## src/rtl/pipe_pkg.sv

```systemverilog
// Shared constants and width helpers for the pipeline stage registers.
package pipe_pkg;

  localparam int unsigned DEFAULT_WIDTH = 32;
  localparam int unsigned DEFAULT_DEPTH = 2;

  // Occupancy must represent 0..depth inclusive.
  function automatic int unsigned cnt_width(input int unsigned depth);
    return $clog2(depth + 1);
  endfunction

  function automatic int unsigned ptr_width(input int unsigned depth);
    return (depth > 1) ? $clog2(depth) : 1;
  endfunction

endpackage

```

## src/rtl/pipe_elastic_reg_ring_ptr.sv

```systemverilog
// Modulo-DEPTH pointer with clear and increment; wraps correctly for any DEPTH.
module ring_ptr
  import pipe_pkg::*;
#(
  parameter int unsigned DEPTH = DEFAULT_DEPTH,
  parameter int unsigned PW    = ptr_width(DEFAULT_DEPTH)
) (
  input  logic          clk,
  input  logic          rst,
  input  logic          clr,
  input  logic          inc,
  output logic [PW-1:0] ptr
);

  localparam logic [PW-1:0] LAST_C = PW'(DEPTH - 1);

  logic [PW-1:0] ptr_r;

  // Pointer state: clear wins over increment.
  always_ff @(posedge clk or negedge rst) begin
    if (!rst) begin
      ptr_r <= {PW{1'b0}};
    end else if (clr) begin
      ptr_r <= {PW{1'b0}};
    end else if (inc) begin
      if (ptr_r == LAST_C) begin
        ptr_r <= {PW{1'b0}};
      end else begin
        ptr_r <= ptr_r + PW'(1);
      end
    end
  end

  assign ptr = ptr_r;

endmodule

```

## src/rtl/pipe_elastic_reg.sv

```systemverilog
// Elastic pipeline register: DEPTH-entry in-order ring buffer with flush.
module pipe_elastic_reg
  import pipe_pkg::*;
#(
  parameter int unsigned WIDTH = DEFAULT_WIDTH,
  parameter int unsigned DEPTH = DEFAULT_DEPTH
) (
  input  logic                         clk,
  input  logic                         rst,
  input  logic                         flush,
  input  logic                         in_valid,
  output logic                         in_ready,
  input  logic [WIDTH-1:0]             in_data,
  output logic                         out_valid,
  input  logic                         out_ready,
  output logic [WIDTH-1:0]             out_data,
  output logic [cnt_width(DEPTH)-1:0]  count
);

  localparam int unsigned   CW     = cnt_width(DEPTH);
  localparam int unsigned   PW     = ptr_width(DEPTH);
  localparam logic [CW-1:0] FULL_C = CW'(DEPTH);

  logic [WIDTH-1:0] mem_r [DEPTH];
  logic [CW-1:0]    count_r;
  logic [CW-1:0]    count_nxt_s;
  logic [PW-1:0]    rd_ptr_s;
  logic [PW-1:0]    wr_ptr_s;
  logic             push_s;
  logic             pop_s;

  // Handshake flags come only from registered occupancy, never from the peer's strobe.
  assign in_ready  = (count_r < FULL_C);
  assign out_valid = (count_r != {CW{1'b0}});
  assign out_data  = mem_r[rd_ptr_s];
  assign count     = count_r;

  assign push_s = in_valid && in_ready && !flush;
  assign pop_s  = out_valid && out_ready && !flush;

  ring_ptr #(.DEPTH(DEPTH), .PW(PW)) u_rd_ptr (
    .clk (clk),
    .rst (rst),
    .clr (flush),
    .inc (pop_s),
    .ptr (rd_ptr_s)
  );

  ring_ptr #(.DEPTH(DEPTH), .PW(PW)) u_wr_ptr (
    .clk (clk),
    .rst (rst),
    .clr (flush),
    .inc (push_s),
    .ptr (wr_ptr_s)
  );

  // Next occupancy: flush empties, simultaneous push/pop holds.
  always_comb begin
    count_nxt_s = count_r;
    if (flush) begin
      count_nxt_s = {CW{1'b0}};
    end else begin
      case ({push_s, pop_s})
        2'b10:   count_nxt_s = count_r + CW'(1);
        2'b01:   count_nxt_s = count_r - CW'(1);
        default: count_nxt_s = count_r;
      endcase
    end
  end

  // Occupancy register.
  always_ff @(posedge clk or negedge rst) begin
    if (!rst) begin
      count_r <= {CW{1'b0}};
    end else begin
      count_r <= count_nxt_s;
    end
  end

  // Flop storage; flush leaves contents in place since the pointers make them unreachable.
  always_ff @(posedge clk or negedge rst) begin
    if (!rst) begin
      for (int i = 0; i < int'(DEPTH); i++) begin
        mem_r[i] <= {WIDTH{1'b0}};
      end
    end else if (push_s) begin
      mem_r[wr_ptr_s] <= in_data;
    end
  end

endmodule

```

## config.mk

```make
export PLATFORM = sky130hd
export DESIGN_NAME = pipe_elastic_reg
export DESIGN_NICKNAME = d
export VERILOG_FILES = /design/src/rtl/pipe_pkg.sv /design/src/rtl/pipe_elastic_reg_ring_ptr.sv /design/src/rtl/pipe_elastic_reg.sv
export SDC_FILE = /design/constraint.sdc
export NUM_CORES = 1
export LEC_CHECK = 0
export ABC_AREA = 1
export CORE_MARGIN = 2
export CORE_UTILIZATION = 45
export CTS_CLUSTER_DIAMETER = 30
export DETAILED_ROUTE_END_ITERATION = 8
export PLACE_DENSITY = 0.73
export SLEW_MARGIN = 40
export SYNTH_ARGS = -nofsm -noshare
export SYNTH_HDL_FRONTEND = slang
export SYNTH_SLANG_ARGS = --single-unit
```

## constraint.sdc

```tcl
create_clock -name clk -period 2.7 [get_ports clk]
set_input_delay 0.405 -clock clk [delete_from_list [all_inputs] [get_ports clk]]
set_output_delay 0.405 -clock clk [all_outputs]
set_load 0.01 [all_outputs]
```

==> results of run 1 <==
## state kept, by name, indices dropped and copies added (netlist names)
register and flops:
count 2, mem_r 64, u_rd_ptr.ptr 1, u_wr_ptr.ptr 1
## kinds of logic after synthesis
family / count (synthesis) / share of synthesized area [%]
compound gates: 68 / 13.6
buf+inv: 59 / 8.92
flops: 68 / 54.6
simple gates: 182 / 22.9
## cell usage in the layout (no fill, tap or decap), types with 2 or more instances in the layout
cell type and instances:
clkdlybuf4s50_1 71, nand3_1 2, inv_1 37, buf_4 4, a21oi_2 2, clkbuf_8 10
o21ai_2 20, dfrtp_1 68, o21ai_1 44, clkbuf_1 2, nor2_1 2, buf_12 3
nand2_1 173, bufinv_16 2
## routing by layer
metal / part of all wire (%) / track usage [%] / vias to the layer above
li1: - / - / 1310
met1: 43 / 22.7 / 1228
met2: 51 / 33.7 / 57
met3: 3.2 / 3.32 / 13
met4: 2.6 / 9.51 / 0
met5: 0 / 0 / -
## worst paths after layout
check	to	slack (ps)	cells past startpoint
max in group asynchronous	mem_r[58]	2120	2
max reg2reg	mem_r[32]	1190	5
max	out_data[31]	410	6
min in group clk	mem_r[49]	490	2
min	mem_r[36]	150	2
min reg2reg	mem_r[49]	490	2
## metrics by stage
stage	power (mW)	worst slack, ps	hold WS [ps]	instances	cell area (um2)
after floorplan	2.66	1290	109	377	3110
after CTS	4.44	384	174	533	4120
after global placement	3.44	741	466	517	3900
after detailed placement	3.50	715	473	517	3900
after global routing	4.74	298	185	533	4120
final	4.38	412	148	533	4120
## critical path: cells and delay by family, from the launching register on
kind | cells | cell delay (ps)
AND/OR/NAND/NOR | 2 | 150
buffers and inverters | 4 | 1030
flip-flops | 1 | 360
## power breakdown
part           total, mW  internal (mW)  switching, mW
Combinational       1.75          0.904          0.847
Clock              0.916          0.545          0.371
Sequential          1.71           1.47          0.246
Total               4.38           2.92           1.46
## final cells by class
cell class | count | share of cell area, %
clock buffers | 12 | 3.52
flip-flops and latches | 68 | 41.3
repair buffers | 80 | 19.8
inverters | 39 | 3.56
multi-input cells | 250 | 27.6
well taps | 80 | 2.43
clock inverters | 4 | 1.76
==> flow_summary.yaml, run 1 <==
drt:
  drtIter0Drc: 128
  ant_nets: 0
  finalWirelength_um: 6500
  vias: 2608
  drt_first_pass_iters: 4
  drc_errors: 0
  wl_per_cell_um: 12.2
  viasPerCell: 4.89
sta:
  period_share_pct: 84.7
  setup_viol: 0
  skew_ps: 7.36
  drv_slew: 0
  max_freq_mhz: 437
  maxSlewHeadroom_pct: 59.3
  finalHoldViolCount: 0
  period_minus_slack_ps: 2290
  rsz0062_at_grt: "no"
  final.setup.tns_ps: 0
  worstMarginPinSlew_ps: 611
layout:
  multi_input_area_um2: 1130
  nets: 485
  area.growth.synth_to_final_pct: 32.2
  drive_gt1_share_pct: 11.0
  num-fill-cells: 630
  utilization_pct: 60.9
  regArea_um2: 1700
  antenna_cells: 0
critical_path:
  path_class: "register to output pin"
  critPathArrivalTime_ps: 1880
  critPathLaunch: "u_rd_ptr.ptr"
  cp_cell_sequence: "buf_4 -> clkinv_1 -> buf_4 -> nand2_1 -> nand2_1 -> clkdlybuf4s50_1"
  cp_max_fo: 17
  cp-start-kind: "register"
  r2r-start: "count[1]"
  slowest_delay_ps: 540
  cp-end-kind: "output pin"
  critPathSlowestCell: "clkdlybuf4s50_1"
  worstPathRequired_ps: 2300
yosys:
  ys_seq_area_share_pct: 54.6
  async_flop_share_pct: 100
  synth.avg_cell_area_um2: 8.26
  post-synth-top-count-cell: "nand2_1"
  synth.largest_area_cell: "dfrtp_1"
  yosys_most_used_dff: "dfrtp_1"
  ys_warn_count: 0
  synth.distinct_cells: 21
  ys_ff_latch: 68
  synthesis.nets: 414
  syn_inst: 377
  synth_top_area_share_pct: 54.6
  ys_top_cells_by_area: "dfrtp_1 55%, nand2_1 21%, o21ai_1 7.1%"
  synth_edf_count: 0
  synthTopCellsByCount: "173 x nand2_1, 68 x dfrtp_1, 44 x o21ai_1"
  syn_area_um2: 3110
grt:
  grt_max_degree: 69
  grt_pass1_vias: 2633
  grt_overflow: 0
  grt_pass1_wl_um: 11300
  track_usage_pct: 19.2
  antenna_found_initial: 0
clocking:
  holdBufCountCts: 0
  clkSinkCount: 68
  cts_buffer_depth: 2
  clk_latency_ps: 330
  root_buffer: "clkbuf_8"
  cts_resized: 0
  h-tree-depth: 3
  clkSlewWorstSetupHoldPaths_ps: 70
  cts_made_buffers: 9
  cts_tree: "done"
  post-cts-setup-buffers: 0
floorplan:
  initial_core_util_pct: 46.1
  die_y_um: 87.2
  core_um2: 6760
  io_pins: 73
  die_w_um: 87.2
  die-area_um2: 7600
  row_count: 30
outcome:
  run_status: "finished clean"
power_and_ir_drop:
  peakVddDrop_uv: 489
  power-per-cell-area_nw_per_um2: 1060
  p_leak_nw: 2.10
job:
  maxCapViolations: 0
placement:
  dpl.hpwl_um: 4320
  routabilityCongestion: 0.763
  port_buffers: 72
hold_path:
  hp-class: "input pin to asynchronous set/reset pin"
Power figures use the tool's default switching activity.
==> inputs of run 2 (changes only) <==
- clock period: 2.7 -> 2.3 ns (I/O delays scaled with it)
==> run 2 against run 1 <==
  * Clock skew fell by 0.68 ps
  * Combinational power increased by 17%
  * Non-clock buffer count unchanged
  * Sequential share of layout area decreased by 0.18 points
  * Power rose by 19%
  * First-iteration DRC count up 0.78%
  * Count of clock-buffer cells in the layout is 1 higher
  * Global-route usage decreased by 0.37 points
==> flow_summary.yaml, run 2 (synthesized netlist as in run 1, its figures left out) <==
clocking:
  cts_made_buffers: 9
  h-tree-depth: 3
  clk_latency_ps: 340
  clkSinkCount: 68
  root_buffer: "clkbuf_8"
  cts_resized: 0
  cts_tree: "done"
  clkSlewWorstSetupHoldPaths_ps: 70
  post-cts-setup-buffers: 0
  cts_buffer_depth: 2
  holdBufCountCts: 1
critical_path:
  cp_cell_sequence: "buf_4 -> nand2_1 -> nand2_1 -> clkdlybuf4s50_1"
  cp_max_fo: 32
  cp-start-kind: "register"
  cp-end-kind: "output pin"
  path_common_cell: "nand2_1"
  rrSetupSlack_ps: 1010
  path_class: "register to output pin"
  reg2regPathDepth: 5
  worstPathBufferInverterCount: 2
  r2r-start: "count[1]"
  crit_family: "buffers and inverters"
  critPathArrivalTime_ps: 1790
  rr_endpoint: "mem_r[38]"
  worstPathRequired_ps: 1960
  critPathSlowestCell: "clkdlybuf4s50_1"
  slowest_delay_ps: 550
floorplan:
  die_w_um: 87.2
  core_um2: 6760
  row_count: 30
  die-area_um2: 7600
  initial_core_util_pct: 46.1
  io_pins: 73
  die_y_um: 87.2
grt:
  grt_overflow: 0
  grt_max_degree: 65
  grt_pass1_wl_um: 11000
  track_usage_pct: 18.9
  grt_pass1_vias: 2396
  antenna_found_initial: 0
outcome:
  run_status: "finished clean"
layout:
  area.growth.synth_to_final_pct: 32.8
  nets: 485
  final-instance-count-excl-fill: 533
  multi_input_area_um2: 1130
  largest_reg_flops: 64
  num-fill-cells: 619
  antenna_cells: 0
  regArea_um2: 1700
  largest_register: "mem_r"
  final_cell_mix: "173 x nand2_1, 71 x clkdlybuf4s50_1, 68 x dfrtp_1"
  drive_gt1_share_pct: 11.0
  mostFrequentLayoutCell: "nand2_1"
sta:
  skew_ps: 6.68
  rsz0062_at_grt: "no"
  drv_slew: 0
  final.setup.tns_ps: 0
  period_minus_slack_ps: 2130
  worstMarginPinSlew_ps: 572
  maxSlewHeadroom_pct: 61.9
  setup_viol: 0
  post-route-worst-setup-slack_ps: 167
  period_share_pct: 92.7
  finalHoldViolCount: 0
  max_freq_mhz: 469
drt:
  viasPerCell: 4.84
  vias: 2579
  drt_first_pass_iters: 5
  finalWirelength_um: 6490
  ant_nets: 0
  wl_per_cell_um: 12.2
  drc_errors: 0
  drtIter0Drc: 129
hold_path:
  min_path_cells: 2
  hold_path.startpoint: "mem_r[35]"
  hp-class: "register to register"
  whs_endpoint: "mem_r[35]"
power_and_ir_drop:
  p_leak_nw: 2.11
  power-per-cell-area_nw_per_um2: 1260
  peakVddDrop_uv: 662
  power_mw: 5.20
placement:
  post-place-ws_ps: 510
  routabilityCongestion: 0.769
  port_buffers: 72
  dpl.hpwl_um: 4240
  post-place-cells: 516
job:
  maxCapViolations: 0
## run 2: cell types whose count changed in the layout (fill, tap and decap cells not counted)
cell | before | now
clkbuf_8 | 10 | 12
clkbuf_1 | 2 | 1
buf_6 | 1 | 0
dlygate4sd3_1 | 0 | 1
clkinv_2 | 1 | 0
## run 2: power breakdown
| group | switching [mW] | internal [mW] | total, mW |
|---|---|---|---|
| Sequential | 0.292 | 1.72 | 2.01 |
| Combinational | 0.994 | 1.05 | 2.05 |
| Clock | 0.437 | 0.700 | 1.14 |
| Total | 1.72 | 3.47 | 5.20 |
## run 2: layer usage
metal / part of all wire, % / GRT usage [%]
met1: 44 / 24.6
met2: 49 / 30.4
met3: 4.9 / 3.70
met4: 1.8 / 8.81
met5: 0 / 0
## run 2: worst max path at each step
stage                        end  slack [ps]          from  cells past startpoint
CTS                 out_data[31]         150  u_rd_ptr.ptr                      4
detailed placement  out_data[31]         510  u_rd_ptr.ptr                      4
global placement    out_data[31]         550  u_rd_ptr.ptr                      4
floorplan           out_data[11]         950  u_rd_ptr.ptr                      5
finish              out_data[31]         170  u_rd_ptr.ptr                      4
global route        out_data[17]          80  u_rd_ptr.ptr                      4
## run 2: tightest hold or removal path, delay by kind of cell, from the launching register on
kind / cells / cell delay (ps)
flops: 1 / 340
simple gates: 1 / 60
compound gates: 1 / 50
## run 2: cell type report
type	instances	area share (%)
inverter	39	3.54
sequential	68	41.1
clock buffer	13	4.08
clock inverter	3	1.63
multi-input combinational	250	27.4
tap	80	2.42
timing repair buffer	80	19.7
## run 2: per-stage QoR
step	instance area, um2	utilization [%]	hold slack [ps]
final	4140	61.2	484
after global routing	4140	61.2	514
after CTS	4140	61.2	486
after detailed placement	3890	57.6	370
after global placement	3890	57.6	359
after floorplan	3110	-	49.4
